File: src/rtl/mul_pipe_m2_pkg.sv
// Shared types for the pipelined multiplier: op encoding, default widths and sideband record.
package mul_pkg;

  typedef enum logic [1:0] {
    MUL    = 2'b00,
    MULH   = 2'b01,
    MULHSU = 2'b10,
    MULHU  = 2'b11
  } mul_op_e;

  localparam int unsigned MUL_DATA_W = 16;
  localparam int unsigned MUL_ADDR_W = 4;
  localparam int unsigned MUL_STAGES = 3;

  // Sideband travelling with each product at the default configuration
  typedef struct packed {
    mul_op_e                 op;
    logic                    neg;
    logic [MUL_ADDR_W-1:0]   tag;
    logic                    valid;
  } mul_side_t;

  function automatic logic op_a_signed(input mul_op_e op);
    return (op == MULH) || (op == MULHSU);
  endfunction

  function automatic logic op_b_signed(input mul_op_e op);
    return (op == MULH);
  endfunction

endpackage

File: src/rtl/mul_pipe_m2_if.sv
// Request/result handshake bundle for mul_pipe_m2; the flush wire exists only with MUL_FLUSH_EN.
interface mul_pipe_m2_if #(
  parameter int unsigned DATA_W = 16,
  parameter int unsigned ADDR_W = 4
);
  logic              call;
  logic              in_ready;
  logic [1:0]        operation_in;
  logic [ADDR_W-1:0] dest_addr_in;
  logic [DATA_W-1:0] data_in1;
  logic [DATA_W-1:0] data_in2;
  logic [DATA_W-1:0] data_out;
  logic [ADDR_W-1:0] dest_addr_out;
  logic              valid;
  logic              out_ready;
  logic              empty;
`ifdef MUL_FLUSH_EN
  logic              flush;

  modport master (
    output call, operation_in, dest_addr_in, data_in1, data_in2, out_ready, flush,
    input  in_ready, data_out, dest_addr_out, valid, empty
  );
  modport slave (
    input  call, operation_in, dest_addr_in, data_in1, data_in2, out_ready, flush,
    output in_ready, data_out, dest_addr_out, valid, empty
  );
`else
  modport master (
    output call, operation_in, dest_addr_in, data_in1, data_in2, out_ready,
    input  in_ready, data_out, dest_addr_out, valid, empty
  );
  modport slave (
    input  call, operation_in, dest_addr_in, data_in1, data_in2, out_ready,
    output in_ready, data_out, dest_addr_out, valid, empty
  );
`endif
endinterface

File: src/rtl/mul_pipe_m2_core_pipe.sv
// Unsigned W x W multiply followed by DEPTH register stages; sideband and valid ride alongside.
module mul_core_pipe #(
  parameter int unsigned DATA_W = 16,
  parameter int unsigned DEPTH  = 1,
  parameter int unsigned SIDE_W = 1
) (
  input  logic                  clk,
  input  logic                  sync_rst,
  input  logic                  clr,
  input  logic                  en,
  input  logic                  vld_in,
  input  logic [DATA_W-1:0]     a,
  input  logic [DATA_W-1:0]     b,
  input  logic [SIDE_W-1:0]     side_in,
  output logic                  vld_out,
  output logic [2*DATA_W-1:0]   prod_out,
  output logic [SIDE_W-1:0]     side_out,
  output logic                  busy_c
);
  localparam int unsigned PW = 2 * DATA_W;

  logic [PW-1:0]     prod_q [DEPTH];
  logic [SIDE_W-1:0] side_q [DEPTH];
  logic [DEPTH-1:0]  vld_q;
  logic [PW-1:0]     prod_c;

  assign prod_c = PW'(a) * PW'(b);

  // Product is formed in the first stage; later stages only delay it for retiming
  always_ff @(posedge clk) begin
    if (sync_rst) begin
      vld_q <= '0;
      for (int i = 0; i < int'(DEPTH); i++) begin
        prod_q[i] <= '0;
        side_q[i] <= '0;
      end
    end else if (clr) begin
      vld_q <= '0;
    end else if (en) begin
      vld_q[0]  <= vld_in;
      prod_q[0] <= prod_c;
      side_q[0] <= side_in;
      for (int i = 1; i < int'(DEPTH); i++) begin
        vld_q[i]  <= vld_q[i-1];
        prod_q[i] <= prod_q[i-1];
        side_q[i] <= side_q[i-1];
      end
    end
  end

  assign vld_out  = vld_q[DEPTH-1];
  assign prod_out = prod_q[DEPTH-1];
  assign side_out = side_q[DEPTH-1];
  assign busy_c   = |vld_q;

endmodule

File: src/rtl/mul_pipe_m2.sv
// Pipelined RISC-style multiplier (MUL/MULH/MULHSU/MULHU) with valid/ready backpressure.
// Optional pipeline flush port is built when MUL_FLUSH_EN is defined.
module mul_pipe_m2
  import mul_pkg::*;
#(
  parameter int unsigned DATA_W = 16,
  parameter int unsigned ADDR_W = 4,
  parameter int unsigned STAGES = 3
) (
  input logic           clk,
  input logic           sync_rst,
  input logic           clk_en,
  mul_pipe_m2_if.slave  bus
);
  localparam int unsigned PW    = 2 * DATA_W;
  localparam int unsigned DEPTH = STAGES - 2;

  typedef struct packed {
    mul_op_e           op;
    logic              neg;
    logic [ADDR_W-1:0] tag;
  } side_t;

  localparam int unsigned SIDE_W = $bits(side_t);

  logic              flush_c;
  logic              adv_c;
  logic              clr_c;
  mul_op_e           op_c;
  logic              a_neg_c;
  logic              b_neg_c;
  logic [DATA_W-1:0] mag_a_c;
  logic [DATA_W-1:0] mag_b_c;

  logic              s1_vld_q;
  side_t             s1_side_q;
  logic [DATA_W-1:0] s1_a_q;
  logic [DATA_W-1:0] s1_b_q;

  logic              core_vld;
  logic [PW-1:0]     core_prod;
  side_t             core_side;
  logic              core_busy_c;

  logic [PW-1:0]     p_c;
  logic [DATA_W-1:0] res_c;

  logic              valid_q;
  logic [DATA_W-1:0] data_out_q;
  logic [ADDR_W-1:0] tag_out_q;

`ifdef MUL_FLUSH_EN
  assign flush_c = bus.flush;
`else
  assign flush_c = 1'b0;
`endif

  // Whole pipe moves as one; a stalled output stage freezes every stage behind it
  assign adv_c        = clk_en & (~valid_q | bus.out_ready);
  assign clr_c        = clk_en & flush_c;
  assign bus.in_ready = adv_c & ~flush_c;

  // Operand adjust: sign detection and magnitude (most-negative value maps to itself as unsigned)
  always_comb begin
    op_c    = mul_op_e'(bus.operation_in);
    a_neg_c = 1'b0;
    b_neg_c = 1'b0;
    mag_a_c = bus.data_in1;
    mag_b_c = bus.data_in2;
    a_neg_c = bus.data_in1[DATA_W-1] & op_a_signed(op_c);
    b_neg_c = bus.data_in2[DATA_W-1] & op_b_signed(op_c);
    if (a_neg_c) mag_a_c = -bus.data_in1;
    if (b_neg_c) mag_b_c = -bus.data_in2;
  end

  always_ff @(posedge clk) begin
    if (sync_rst) begin
      s1_vld_q  <= 1'b0;
      s1_side_q <= '0;
      s1_a_q    <= '0;
      s1_b_q    <= '0;
    end else if (clr_c) begin
      s1_vld_q <= 1'b0;
    end else if (adv_c) begin
      s1_vld_q      <= bus.call;
      s1_side_q.op  <= op_c;
      s1_side_q.neg <= a_neg_c ^ b_neg_c;
      s1_side_q.tag <= bus.dest_addr_in;
      s1_a_q        <= mag_a_c;
      s1_b_q        <= mag_b_c;
    end
  end

  mul_core_pipe #(
    .DATA_W (DATA_W),
    .DEPTH  (DEPTH),
    .SIDE_W (SIDE_W)
  ) u_core (
    .clk      (clk),
    .sync_rst (sync_rst),
    .clr      (clr_c),
    .en       (adv_c),
    .vld_in   (s1_vld_q),
    .a        (s1_a_q),
    .b        (s1_b_q),
    .side_in  (s1_side_q),
    .vld_out  (core_vld),
    .prod_out (core_prod),
    .side_out (core_side),
    .busy_c   (core_busy_c)
  );

  // Sign fix and half select
  always_comb begin
    p_c   = core_prod;
    res_c = '0;
    if (core_side.neg) p_c = -core_prod;
    res_c = (core_side.op == MUL) ? p_c[DATA_W-1:0] : p_c[PW-1:DATA_W];
  end

  // Output data only loads on a real result, so bubbles leave the last value in place
  always_ff @(posedge clk) begin
    if (sync_rst) begin
      valid_q    <= 1'b0;
      data_out_q <= '0;
      tag_out_q  <= '0;
    end else if (clr_c) begin
      valid_q <= 1'b0;
    end else if (adv_c) begin
      valid_q <= core_vld;
      if (core_vld) begin
        data_out_q <= res_c;
        tag_out_q  <= core_side.tag;
      end
    end
  end

  assign bus.valid         = valid_q;
  assign bus.data_out      = data_out_q;
  assign bus.dest_addr_out = tag_out_q;
  assign bus.empty         = ~(s1_vld_q | core_busy_c | valid_q);

endmodule
File: src/flat_wrapper.sv
// flat-port wrapper written by rule: the top's interface ports become plain ports
module mul_pipe_m2_flat import mul_pkg::*;
#(
  parameter int unsigned DATA_W = 16,
  parameter int unsigned ADDR_W = 4,
  parameter int unsigned STAGES = 3
)
  (clk, sync_rst, clk_en, bus_call, bus_operation_in, bus_dest_addr_in, bus_data_in1, bus_data_in2, bus_out_ready, bus_in_ready, bus_data_out, bus_dest_addr_out, bus_valid, bus_empty);
  mul_pipe_m2_if #(.DATA_W(DATA_W), .ADDR_W(ADDR_W)) bus_i ();
  input logic clk;
  input logic sync_rst;
  input logic clk_en;
  input wire logic [$bits(bus_i.call)-1:0] bus_call;
  input wire logic [$bits(bus_i.operation_in)-1:0] bus_operation_in;
  input wire logic [$bits(bus_i.dest_addr_in)-1:0] bus_dest_addr_in;
  input wire logic [$bits(bus_i.data_in1)-1:0] bus_data_in1;
  input wire logic [$bits(bus_i.data_in2)-1:0] bus_data_in2;
  input wire logic [$bits(bus_i.out_ready)-1:0] bus_out_ready;
  output wire logic [$bits(bus_i.in_ready)-1:0] bus_in_ready;
  output wire logic [$bits(bus_i.data_out)-1:0] bus_data_out;
  output wire logic [$bits(bus_i.dest_addr_out)-1:0] bus_dest_addr_out;
  output wire logic [$bits(bus_i.valid)-1:0] bus_valid;
  output wire logic [$bits(bus_i.empty)-1:0] bus_empty;
  assign bus_i.call = bus_call;
  assign bus_i.operation_in = bus_operation_in;
  assign bus_i.dest_addr_in = bus_dest_addr_in;
  assign bus_i.data_in1 = bus_data_in1;
  assign bus_i.data_in2 = bus_data_in2;
  assign bus_i.out_ready = bus_out_ready;
  assign bus_in_ready = bus_i.in_ready;
  assign bus_data_out = bus_i.data_out;
  assign bus_dest_addr_out = bus_i.dest_addr_out;
  assign bus_valid = bus_i.valid;
  assign bus_empty = bus_i.empty;
  mul_pipe_m2 #(.DATA_W(DATA_W), .ADDR_W(ADDR_W), .STAGES(STAGES)) u_core (.clk(clk), .sync_rst(sync_rst), .clk_en(clk_en), .bus(bus_i));
endmodule
File: config.mk
export PLATFORM = sky130hd
export DESIGN_NAME = mul_pipe_m2_flat
export DESIGN_NICKNAME = d
export VERILOG_FILES = /design/src/rtl/mul_pipe_m2_pkg.sv /design/src/rtl/mul_pipe_m2_if.sv /design/src/rtl/mul_pipe_m2_core_pipe.sv /design/src/rtl/mul_pipe_m2.sv /design/src/flat_wrapper.sv
export SDC_FILE = /design/constraint.sdc
export NUM_CORES = 1
export LEC_CHECK = 0
export CORE_MARGIN = 2
export CORE_UTILIZATION = 40
export DETAILED_ROUTE_END_ITERATION = 10
export PLACE_DENSITY = 0.61
export SYNTH_ARGS = -nofsm -noshare
export SYNTH_HDL_FRONTEND = slang
export SYNTH_SLANG_ARGS = --single-unit
File: constraint.sdc
create_clock -name clk -period 6.1 [get_ports clk]
set_clock_uncertainty 0.2 [all_clocks]
set_input_delay 0.61 -clock clk [delete_from_list [all_inputs] [get_ports clk]]
set_output_delay 0.61 -clock clk [all_outputs]
set_load 0.05 [all_outputs]
==> impl_metrics.csv, run 1 <==
group,metric,value,unit
detailed_routing,antenna_left,0,
detailed_routing,drc_errors,0,
sta,maxSlewHeadroom,25.99,%
sta,fmax,168.6,MHz
yosys,synth.avg_cell_area,8.712,µm²
die,dieArea,35890,µm²
placement,hpwlAfterDp,30780,µm
setup_path,reg2reg_from,"u_core.s1_a_q[5]$_SDFFE_PP0P_",
power_and_ir_drop,fin_total_pwr,3213,µW
setup_path,path_class,"reg -> reg",
placement,port_buffers,65,
cts,cts-root-buf,"clkbuf_16",
power_and_ir_drop,internal_power,1862,µW
global_routing,antenna_found_initial,1,
sta,slew_viol_final,0,
yosys,syn_inst,1579,
cts,clkLatencyLatePin,0.37,ns
yosys,syn-cell-area,13760,µm²
detailed_routing,drt_wl_total,37900,µm
sta,rsz0062_at_grt,"yes",
final_layout,instances_no_fill,2130,
global_routing,grt_max_degree,71,
die,die_h,189.5,µm
final_layout,nFillCells,3273,
detailed_routing,drtPass1Iterations,5,
setup_path,cp_max_fo,7,
global_routing,overflow,0,
global_routing,grtUsageTotal,21.66,%
yosys,synth-main-ff-cell,"dfxtp_1",
die,core,33700,µm²
die,die_w,189.5,µm
power_and_ir_drop,power_density,199.7,nW/µm²
power_and_ir_drop,p_switching,1351,µW
sta,tns,0,ns
final_layout,num_antenna_cells,0,
outcome,status,"completed",
cts,cts_hold_buf,0,
final_layout,fin_nets,2022,
detailed_routing,detailroute.via_count,11250,
yosys,synth_edf_count,39,
hold_path,min_path_type,"reg -> reg",
yosys,ys_types,70,
final_layout,syn2layout_area_growth,16.96,%
yosys,async_flop_share,0,%
power_and_ir_drop,p_comb_share,52.1,%
sta,setup_violations,0,
die,start_util,40.82,%
setup_path,cp_data_required_time,6.10,ns
setup_path,arrival,5.93,ns
cts,cts_num_sinks,101,
sta,final_min_period_over_clock_period,97.25,%
placement,gp_congestion,0.9148,
placement,place_inst,2111,
detailed_routing,wl_per_cell,17.79,µm
setup_path,end_kind,"register",
placement,post-place-ws,-0.1781,ns
die,io_pins,66,
detailed_routing,vias_per_cell,5.279,
setup_path,worst_setup_path_start_kind,"register",
power_and_ir_drop,p_seq_share,27.2,%
job,maxCapViolCount,0,
sta,hold_violations,0,
global_routing,grt_pass1_wl,60840,µm
cts,cts_tree,"built",
sta,finalCriticalPeriod,5.932,ns
power_and_ir_drop,clkPwrFrac,20.8,%
hold_path,min_from,"u_core.s1_side_q[3]$_SDFFE_PP0P_",
cts,path_clk_slew,0.08,ns
power_and_ir_drop,p_leak,0.007191,µW
die,rows,67,
detailed_routing,drt_iter0_markers,875,
cts,h-tree-depth,3,
yosys,ys_ff_latch,101,
yosys,synth_seq_area_share,17.54,%
sta,holdWs,0.2521,ns
sta,timing.final.ws_setup,0.1681,ns
yosys,synth_fp_nets,1924,
setup_path,critPathLaunch,"u_core.s1_a_q[5]$_SDFFE_PP0P_",
power_and_ir_drop,swShare,42.04,%
cts,cts_buffers,9,
yosys,yosysWarnings,0,
sta,max_slew.worst_pin.slew,1.106,ns
global_routing,grt_pass1_vias,11290,
final_layout,drive_gt1_share,11.59,%
cts,clock_path_buffers,2,
power_and_ir_drop,irDropWorstVdd,0.1715,mV
[repair_timing]
item,CTS,global route
setup buffers,0,3
pin swaps,0,5
resized for setup,13,59
hold endpoints to repair,0,0
setup endpoints to repair,7,16
[layout make-up]
class / count / area, µm² / share of cell area [%]
well taps: 448 / 560.5 / 3.484
clock buffers: 9 / 225.2 / 1.400
inverters: 235 / 882.1 / 5.482
repair buffers: 172 / 1526 / 9.487
multi-input cells: 1158 / 10330 / 64.18
clock inverters: 7 / 113.9 / 0.7076
flip-flops and latches: 101 / 2455 / 15.26
[cell families (layout without fill, tap and decap cells)]
logic type      after synthesis  in the layout  share of synthesized area [%]
compound gates              235            235                          11.50
xor+xnor                     63             63                          4.011
fa+ha+maj                   302            302                          38.05
buf+inv                     320            423                          8.795
flops                       101            101                          17.54
mux                           6              6                         0.4548
simple gates                552            552                          19.65
[routing by layer]
metal / vias to the layer above / wire [µm] / global-route usage [%]
li1: 5305 / - / -
met4: 2 / 1233 / 7.573
met5: - / 12 / 0
met1: 5597 / 17040 / 29.31
met3: 57 / 1778 / 3.429
met2: 284 / 17830 / 35.26
[power by group through the flow]
stage / clock network (µW) / logic [µW] / registers (µW)
floorplan: 0 / 1030 / 839
global placement: 0 / 1560 / 883
detailed placement: 0 / 1580 / 883
CTS: 681 / 1590 / 869
global route: 708 / 1860 / 878
finish: 667 / 1670 / 873
[flip-flops by register name, indices dropped and copies added (netlist names)]
signal and cells:
u_core.u_core.prod_q 32, u_core.bus.data_out 16, u_core.s1_a_q 16, u_core.s1_b_q 16, u_core.s1_side_q 7, u_core.u_core.side_q 7, u_core.bus.dest_addr_out 4, u_core.bus.valid 1
u_core.s1_vld_q 1, u_core.u_core.busy_c 1
[worst paths after layout]
check                                               to  slack, ns  depth (start not counted)
max          u_core.u_core.prod_q[0][30]$_SDFFCE_PN0P_       0.17                         17
min                   u_core.s1_side_q[3]$_SDFFE_PP0P_       0.25                          2
max reg2reg  u_core.u_core.prod_q[0][30]$_SDFFCE_PN0P_       0.17                         17
min reg2reg           u_core.s1_side_q[3]$_SDFFE_PP0P_       0.25                          2
[cells in the mapped netlist (27+ instances only)]
cell type | count | area (µm²)
clkbuf_1 | 74 | 277.8
ha_1 | 108 | 1351
inv_1 | 235 | 882.1
o21ai_0 | 27 | 135.1
edfxtp_1 | 39 | 1171
fa_1 | 194 | 3884
xnor2_1 | 42 | 367.9
and2_1 | 136 | 850.8
a211oi_1 | 30 | 225.2
nor2_1 | 88 | 330.3
a21oi_1 | 73 | 365.4
dfxtp_1 | 62 | 1241
nand2_1 | 221 | 829.6
[cell usage in the layout, fill, tap and decap left out, types with 11 or more instances in the layout]
cell             instances
xnor2_1                 42
buf_4                   99
edfxtp_1                39
inv_1                  234
o31ai_1                 13
ha_1                   104
nand2_1                220
dfxtp_2                 16
xor2_1                  21
a21oi_1                 67
nand4_1                 11
nor2_1                  87
and2_1                 136
nor3_1                  24
dfxtp_1                 40
a211oi_1                28
a21o_1                  11
nand3_1                 15
or3_1                   11
clkdlybuf4s50_1         64
o21ai_0                 25
fa_1                   192
[metrics by stage]
step | instance area (µm²) | utilization (%)
after CTS | 15840 | 47.01
after global routing | 16090 | 47.75
final | 16090 | 47.75
after global placement | 15480 | 45.93
after floorplan | 13760 | -
after detailed placement | 15480 | 45.93
[critical path, cell delays in order (launching register included)]
cell	delay, ns
dfxtp_1	0.49
buf_4	0.23
and2_1	0.16
fa_1	0.45
fa_1	0.51
fa_1	0.43
fa_1	0.47
fa_1	0.53
inv_1	0.06
fa_1	0.48
inv_1	0.04
ha_1	0.28
and3_1	0.20
nand4_1	0.15
or3_1	0.41
o221a_1	0.26
or3_1	0.30
a21oi_1	0.12
No activity file was read; power rests on OpenSTA's default activity.
==> inputs of run 2 (changes only) <==
- CORE_MARGIN: 2 -> 10
==> run 2 against run 1 <==
  * Cell count is 0.38% lower
  * Power hardly changed
  * Flip-flop and latch count stayed put
  * Worst hold slack better by 0.0023 ns
  * Global-route usage is 2.8 points lower
  * Combinational power is 4% higher
  * Via count is 0.87% lower
  * Largest power group unchanged
==> impl_metrics.csv, run 2 (synthesized netlist as in run 1, its figures left out) <==
group,metric,value,unit
outcome,status,"completed",
setup_path,worst_setup_path_start_kind,"register",
setup_path,arrival,5.93,ns
detailed_routing,detailroute.via_count,11150,
global_routing,overflow,0,
placement,hpwlAfterDp,31360,µm
setup_path,cp_top_family,"adder cells",
global_routing,grt_max_degree,58,
die,start_util,40.82,%
detailed_routing,antenna_left,0,
setup_path,cp_num_buf_inv,5,
final_layout,fin_nets,2014,
global_routing,antenna_found_initial,1,
final_layout,drive_gt1_share,10.99,%
die,die_h,205.5,µm
detailed_routing,wl_per_cell,18.18,µm
power_and_ir_drop,irDropWorstVdd,0.1643,mV
final_layout,syn2layout_area_growth,16.26,%
hold_path,min_path_type,"reg -> reg",
cts,path_clk_slew,0.09,ns
cts,cts_buffers,9,
die,die_w,205.5,µm
setup_path,worstPathCellList,"buf_4, nand2_1, fa_1, fa_1, fa_1, inv_1, fa_1, fa_1, inv_1, fa_1, inv_1, ha_2, nand4_1, o22ai_2, a311oi_2, buf_4, o221a_1, or3_1, a21oi_2",
sta,maxSlewHeadroom,25.68,%
global_routing,grtUsageTotal,18.82,%
job,maxCapViolCount,0,
final_layout,mostFrequentLayoutCell,"inv_1",
power_and_ir_drop,p_switching,1391,µW
power_and_ir_drop,power_density,200.9,nW/µm²
sta,setup_violations,0,
cts,cts_num_sinks,101,
global_routing,grt_pass1_wl,62960,µm
detailed_routing,drtPass1Iterations,5,
final_layout,mostFrequentLayoutCells,"232 x inv_1, 220 x nand2_1, 193 x fa_1",
die,rows,67,
setup_path,critPathMostFrequentCell,"fa_1",
die,dieArea,42210,µm²
die,core,33700,µm²
cts,cts-root-buf,"clkbuf_16",
global_routing,grt_pass1_vias,11550,
power_and_ir_drop,p_comb_share,54.1,%
cts,cts_tree,"built",
power_and_ir_drop,swShare,43.28,%
setup_path,cp_max_fo,6,
sta,hold_violations,0,
power_and_ir_drop,internal_power,1823,µW
die,io_pins,66,
placement,port_buffers,65,
placement,gp_congestion,0.9193,
final_layout,final_util,47.46,%
sta,finalCriticalPeriod,5.932,ns
power_and_ir_drop,clkPwrFrac,18.9,%
sta,slew_viol_final,0,
sta,fmax,168.6,MHz
cts,clkLatencyLatePin,0.37,ns
detailed_routing,drt_wl_total,38570,µm
setup_path,cpMaxStageDelayCell,"fa_1",
cts,clock_path_buffers,2,
final_layout,num_antenna_cells,0,
detailed_routing,drt_iter0_markers,797,
sta,final_min_period_over_clock_period,97.25,%
sta,holdWs,0.2545,ns
sta,rsz0062_at_grt,"yes",
setup_path,end_kind,"register",
power_and_ir_drop,p_leak,0.007111,µW
setup_path,path_class,"reg -> reg",
final_layout,largest_register_ff_count,32,
detailed_routing,vias_per_cell,5.253,
cts,h-tree-depth,3,
detailed_routing,drc_errors,0,
power_and_ir_drop,p_seq_share,27.0,%
setup_path,worst_path_largest_cell_delay,0.53,ns
sta,max_slew.worst_pin.slew,1.111,ns
setup_path,cp_data_required_time,6.10,ns
final_layout,regMostFlops,"u_core.u_core.prod_q",
## run 2: timing repair
item / CTS / global route
setup buffers: 0 / 6
pin swaps: 0 / 12
endpoints found under the setup margin: 5 / 18
hold buffers: 0 / 0
resized for setup: 15 / 54
## run 2: metrics by stage
stage	total power [µW]	setup TNS, ns	instances	setup WS (ns)	cell area (µm²)
finish	3213	0	2122	0.1676	15990
global route	3466	-0.02963	2122	-0.02538	15990
detailed placement	2494	-0.2572	2100	-0.1858	15400
CTS	3112	0	2116	0.03255	15730
floorplan	1867	0	1579	0.03994	13760
global placement	2471	-0.1313	2100	-0.1313	15400
## run 2: worst min-delay path, stage by stage (launching register included)
cell     delay [ns]
dfxtp_1        0.31
nand2_1        0.05
a21oi_1        0.05
## run 2: worst paths after layout
path | slack [ns] | to | cells after the start | start
worst max-delay path | 0.17 | u_core.u_core.prod_q[0][30]$_SDFFCE_PN0P_ | 19 | u_core.s1_b_q[1]$_SDFFE_PP0P_
worst min-delay path | 0.25 | u_core.bus.data_out[8]$_SDFFE_PP0P_ | 2 | u_core.bus.data_out[8]$_SDFFE_PP0P_
worst max register to register | 0.17 | u_core.u_core.prod_q[0][30]$_SDFFCE_PN0P_ | 19 | u_core.s1_b_q[1]$_SDFFE_PP0P_
worst min register to register | 0.25 | u_core.bus.data_out[8]$_SDFFE_PP0P_ | 2 | u_core.bus.data_out[8]$_SDFFE_PP0P_
## run 2: layout make-up
cell class                 count  area, µm²
clock inverter                 7      86.33
inverter                     235      882.1
tap                          448      560.5
sequential                   101       2452
multi-input combinational   1158      10300
timing repair buffer         164       1483
clock buffer                   9      225.2
fill                        3307      17710
## run 2: metal layers
layer  up-vias  routed length [µm]  part of all wire, %  GRT usage, %
li1       5278                   -                    -             -
met1      5532               17190                   45         25.24
met2       275               18260                   47         30.51
met3        62                1722                  4.5         2.563
met4         0                1391                  3.6         6.642
met5         -                   0                    0             0
## run 2: power groups by stage
stage / clock network, µW / logic [µW] / registers (µW)
floorplan: 0 / 1030 / 839
global placement: 0 / 1590 / 878
detailed placement: 0 / 1610 / 881
CTS: 619 / 1630 / 866
global route: 647 / 1950 / 874
finish: 608 / 1740 / 866
==> inputs of run 3 (changes only) <==
- CAP_MARGIN: default -> 20
==> run 3 against run 2 <==
  * Non-clock buffer count rose by 1
  * Critical path depth fell by 2
  * Clock power barely moved
  * Largest cell class unchanged
==> impl_metrics.csv, run 3 (synthesized netlist as in run 1, its figures left out) <==
group,metric,value,unit
outcome,status,"completed",
setup_path,r2r_slack,0.17,ns
power_and_ir_drop,p_seq_share,27.0,%
cts,cts-root-buf,"clkbuf_16",
placement,hpwlAfterDp,31360,µm
power_and_ir_drop,p_leak,0.007115,µW
hold_path,min_path_type,"reg -> reg",
cts,h-tree-depth,3,
cts,cts_num_sinks,101,
setup_path,cpMaxStageDelayCell,"fa_1",
sta,final_min_period_over_clock_period,97.26,%
detailed_routing,antenna_left,0,
detailed_routing,detailroute.via_count,11160,
placement,port_buffers,65,
final_layout,fin_nets,2015,
hold_path,min_from,"u_core.bus.data_out[8]$_SDFFE_PP0P_",
final_layout,drive_gt1_share,11.04,%
sta,setup_violations,0,
final_layout,regMostFlops,"u_core.u_core.prod_q",
setup_path,r2r_cells,17,
cts,cts_buffers,9,
global_routing,grt_pass1_wl,62960,µm
setup_path,end_kind,"register",
setup_path,critPathMostFrequentCell,"fa_1",
global_routing,grtUsageTotal,18.82,%
cts,cts_tree,"built",
final_layout,largest_register_ff_count,32,
detailed_routing,wl_per_cell,18.17,µm
hold_path,holdPathStages,2,
final_layout,syn2layout_area_growth,16.32,%
final_layout,num_antenna_cells,0,
global_routing,grt_max_degree,58,
die,rows,67,
detailed_routing,drtPass1Iterations,5,
power_and_ir_drop,fin_total_pwr,3212,µW
setup_path,worstPathCellList,"buf_4, nand2_1, fa_1, inv_1, fa_1, inv_1, fa_1, inv_1, fa_1, fa_1, ha_1, ha_1, nand4_1, or3_1, o221a_1, or3_1, a21oi_2",
setup_path,worst_path_largest_cell_delay,0.52,ns
final_layout,final_util,47.48,%
die,dieArea,42210,µm²
job,maxCapViolCount,0,
sta,finalCriticalPeriod,5.933,ns
detailed_routing,vias_per_cell,5.256,
cts,cts_hold_buf,0,
power_and_ir_drop,internal_power,1823,µW
detailed_routing,drt_iter0_markers,834,
setup_path,reg2reg_from,"u_core.s1_b_q[14]$_SDFFE_PP0P_",
power_and_ir_drop,p_comb_share,54.1,%
setup_path,r2r-end,"u_core.u_core.prod_q[0][30]$_SDFFCE_PN0P_",
global_routing,antenna_found_initial,1,
detailed_routing,drc_errors,0,
setup_path,arrival,5.93,ns
setup_path,cp_max_fo,11,
placement,gp_congestion,0.9193,
power_and_ir_drop,power_density,200.7,nW/µm²
sta,rsz0062_at_grt,"yes",
die,die_w,205.5,µm
sta,fmax,168.6,MHz
die,core,33700,µm²
power_and_ir_drop,swShare,43.24,%
sta,timing.final.ws_setup,0.1671,ns
die,io_pins,66,
detailed_routing,drt_wl_total,38570,µm
cts,clock_path_buffers,2,
power_and_ir_drop,irDropWorstVdd,0.1650,mV
die,die_h,205.5,µm
cts,path_clk_slew,0.08,ns
setup_path,path_class,"reg -> reg",
die,start_util,40.82,%
power_and_ir_drop,p_switching,1389,µW
hold_path,min_to,"u_core.bus.data_out[8]$_SDFFE_PP0P_",
global_routing,overflow,0,
power_and_ir_drop,clkPwrFrac,18.9,%
final_layout,mostFrequentLayoutCells,"232 x inv_1, 220 x nand2_1, 193 x fa_1",
cts,clkLatencyLatePin,0.37,ns
setup_path,worst_setup_path_start_kind,"register",
placement,post-place-ws,-0.1858,ns
sta,hold_violations,0,
global_routing,grt_pass1_vias,11550,
final_layout,nFillCells,3306,
final_layout,mostFrequentLayoutCell,"inv_1",
setup_path,cp_data_required_time,6.10,ns
sta,maxSlewHeadroom,31.16,%
sta,max_slew.worst_pin.slew,1.029,ns
sta,slew_viol_final,0,
[run 3: changes by cell type in the layout (fill, tap and decap cells not counted), sizes merged]
| cell | previous run | this run |
|---|---|---|
| buf | 100 | 101 |
[run 3: metrics by stage]
step	cell area, µm²	instances	hold slack, ns	TNS [ns]
global placement	15400	2100	0.2414	-0.1313
detailed placement	15400	2100	0.2464	-0.2572
CTS	15730	2116	0.2581	0
global route	16000	2123	0.2741	-0.02963
floorplan	13760	1579	0.2317	0
finish	16000	2123	0.2545	0
[run 3: area by class of cell]
cell class                      instances  area, µm²  share of cell area [%]
Multi-Input combinational cell       1158      10300                   64.40
Sequential cell                       101       2452                   15.33
Timing Repair Buffer                  165       1490                   9.313
Inverter                              235      882.1                   5.513
Tap cell                              448      560.5                   3.503
Clock buffer                            9      225.2                   1.407
Clock inverter                          7      86.33                  0.5395
[run 3: power by group through the flow]
stage               clock, µW  combinational (µW)  sequential [µW]
floorplan                   0                1030              839
global placement            0                1590              878
detailed placement          0                1610              881
CTS                       619                1630              866
global route              647                1950              874
finish                    608                1740              866
[run 3: what timing repair did]
item / CTS / global route
pin swaps: 0 / 12
setup endpoints to repair: 5 / 18
buffers inserted: 0 / 6
gates resized for setup: 15 / 54
[run 3: worst max path at each step]
stage	startpoint	to	slack [ns]	cells after the start
2_1_floorplan	u_core.s1_b_q[7]$_SDFFE_PP0P_	u_core.u_core.prod_q[0][30]$_SDFFCE_PN0P_	0.04	20
3_3_place_gp	u_core.s1_a_q[9]$_SDFFE_PP0P_	u_core.u_core.prod_q[0][30]$_SDFFCE_PN0P_	-0.13	18
4_1_cts	u_core.s1_a_q[14]$_SDFFE_PP0P_	u_core.u_core.prod_q[0][30]$_SDFFCE_PN0P_	0.03	17
5_1_grt	u_core.s1_b_q[4]$_SDFFE_PP0P_	u_core.u_core.prod_q[0][30]$_SDFFCE_PN0P_	-0.03	18
3_5_place_dp	u_core.s1_a_q[9]$_SDFFE_PP0P_	u_core.u_core.prod_q[0][30]$_SDFFCE_PN0P_	-0.19	18
6_report	u_core.s1_b_q[14]$_SDFFE_PP0P_	u_core.u_core.prod_q[0][30]$_SDFFCE_PN0P_	0.17	17
[run 3: metal layers]
metal | track usage [%] | wire length, µm | up-vias | part of all wire (%)
met5 | 0 | 0 | - | 0
met1 | 25.24 | 17290 | 5538 | 45
met4 | 6.642 | 1360 | 0 | 3.5
li1 | - | - | 5283 | -
met2 | 30.51 | 18220 | 279 | 47
met3 | 2.563 | 1701 | 58 | 4.4
[run 3: critical path: cells and delay by family (launching register included)]
| kind | cells | cell delay, ns |
|---|---|---|
| flops | 1 | 0.51 |
| compound gates | 2 | 0.43 |
| buf+inv | 4 | 0.42 |
| simple gates | 4 | 1.11 |
| fa+ha+maj | 7 | 3.10 |
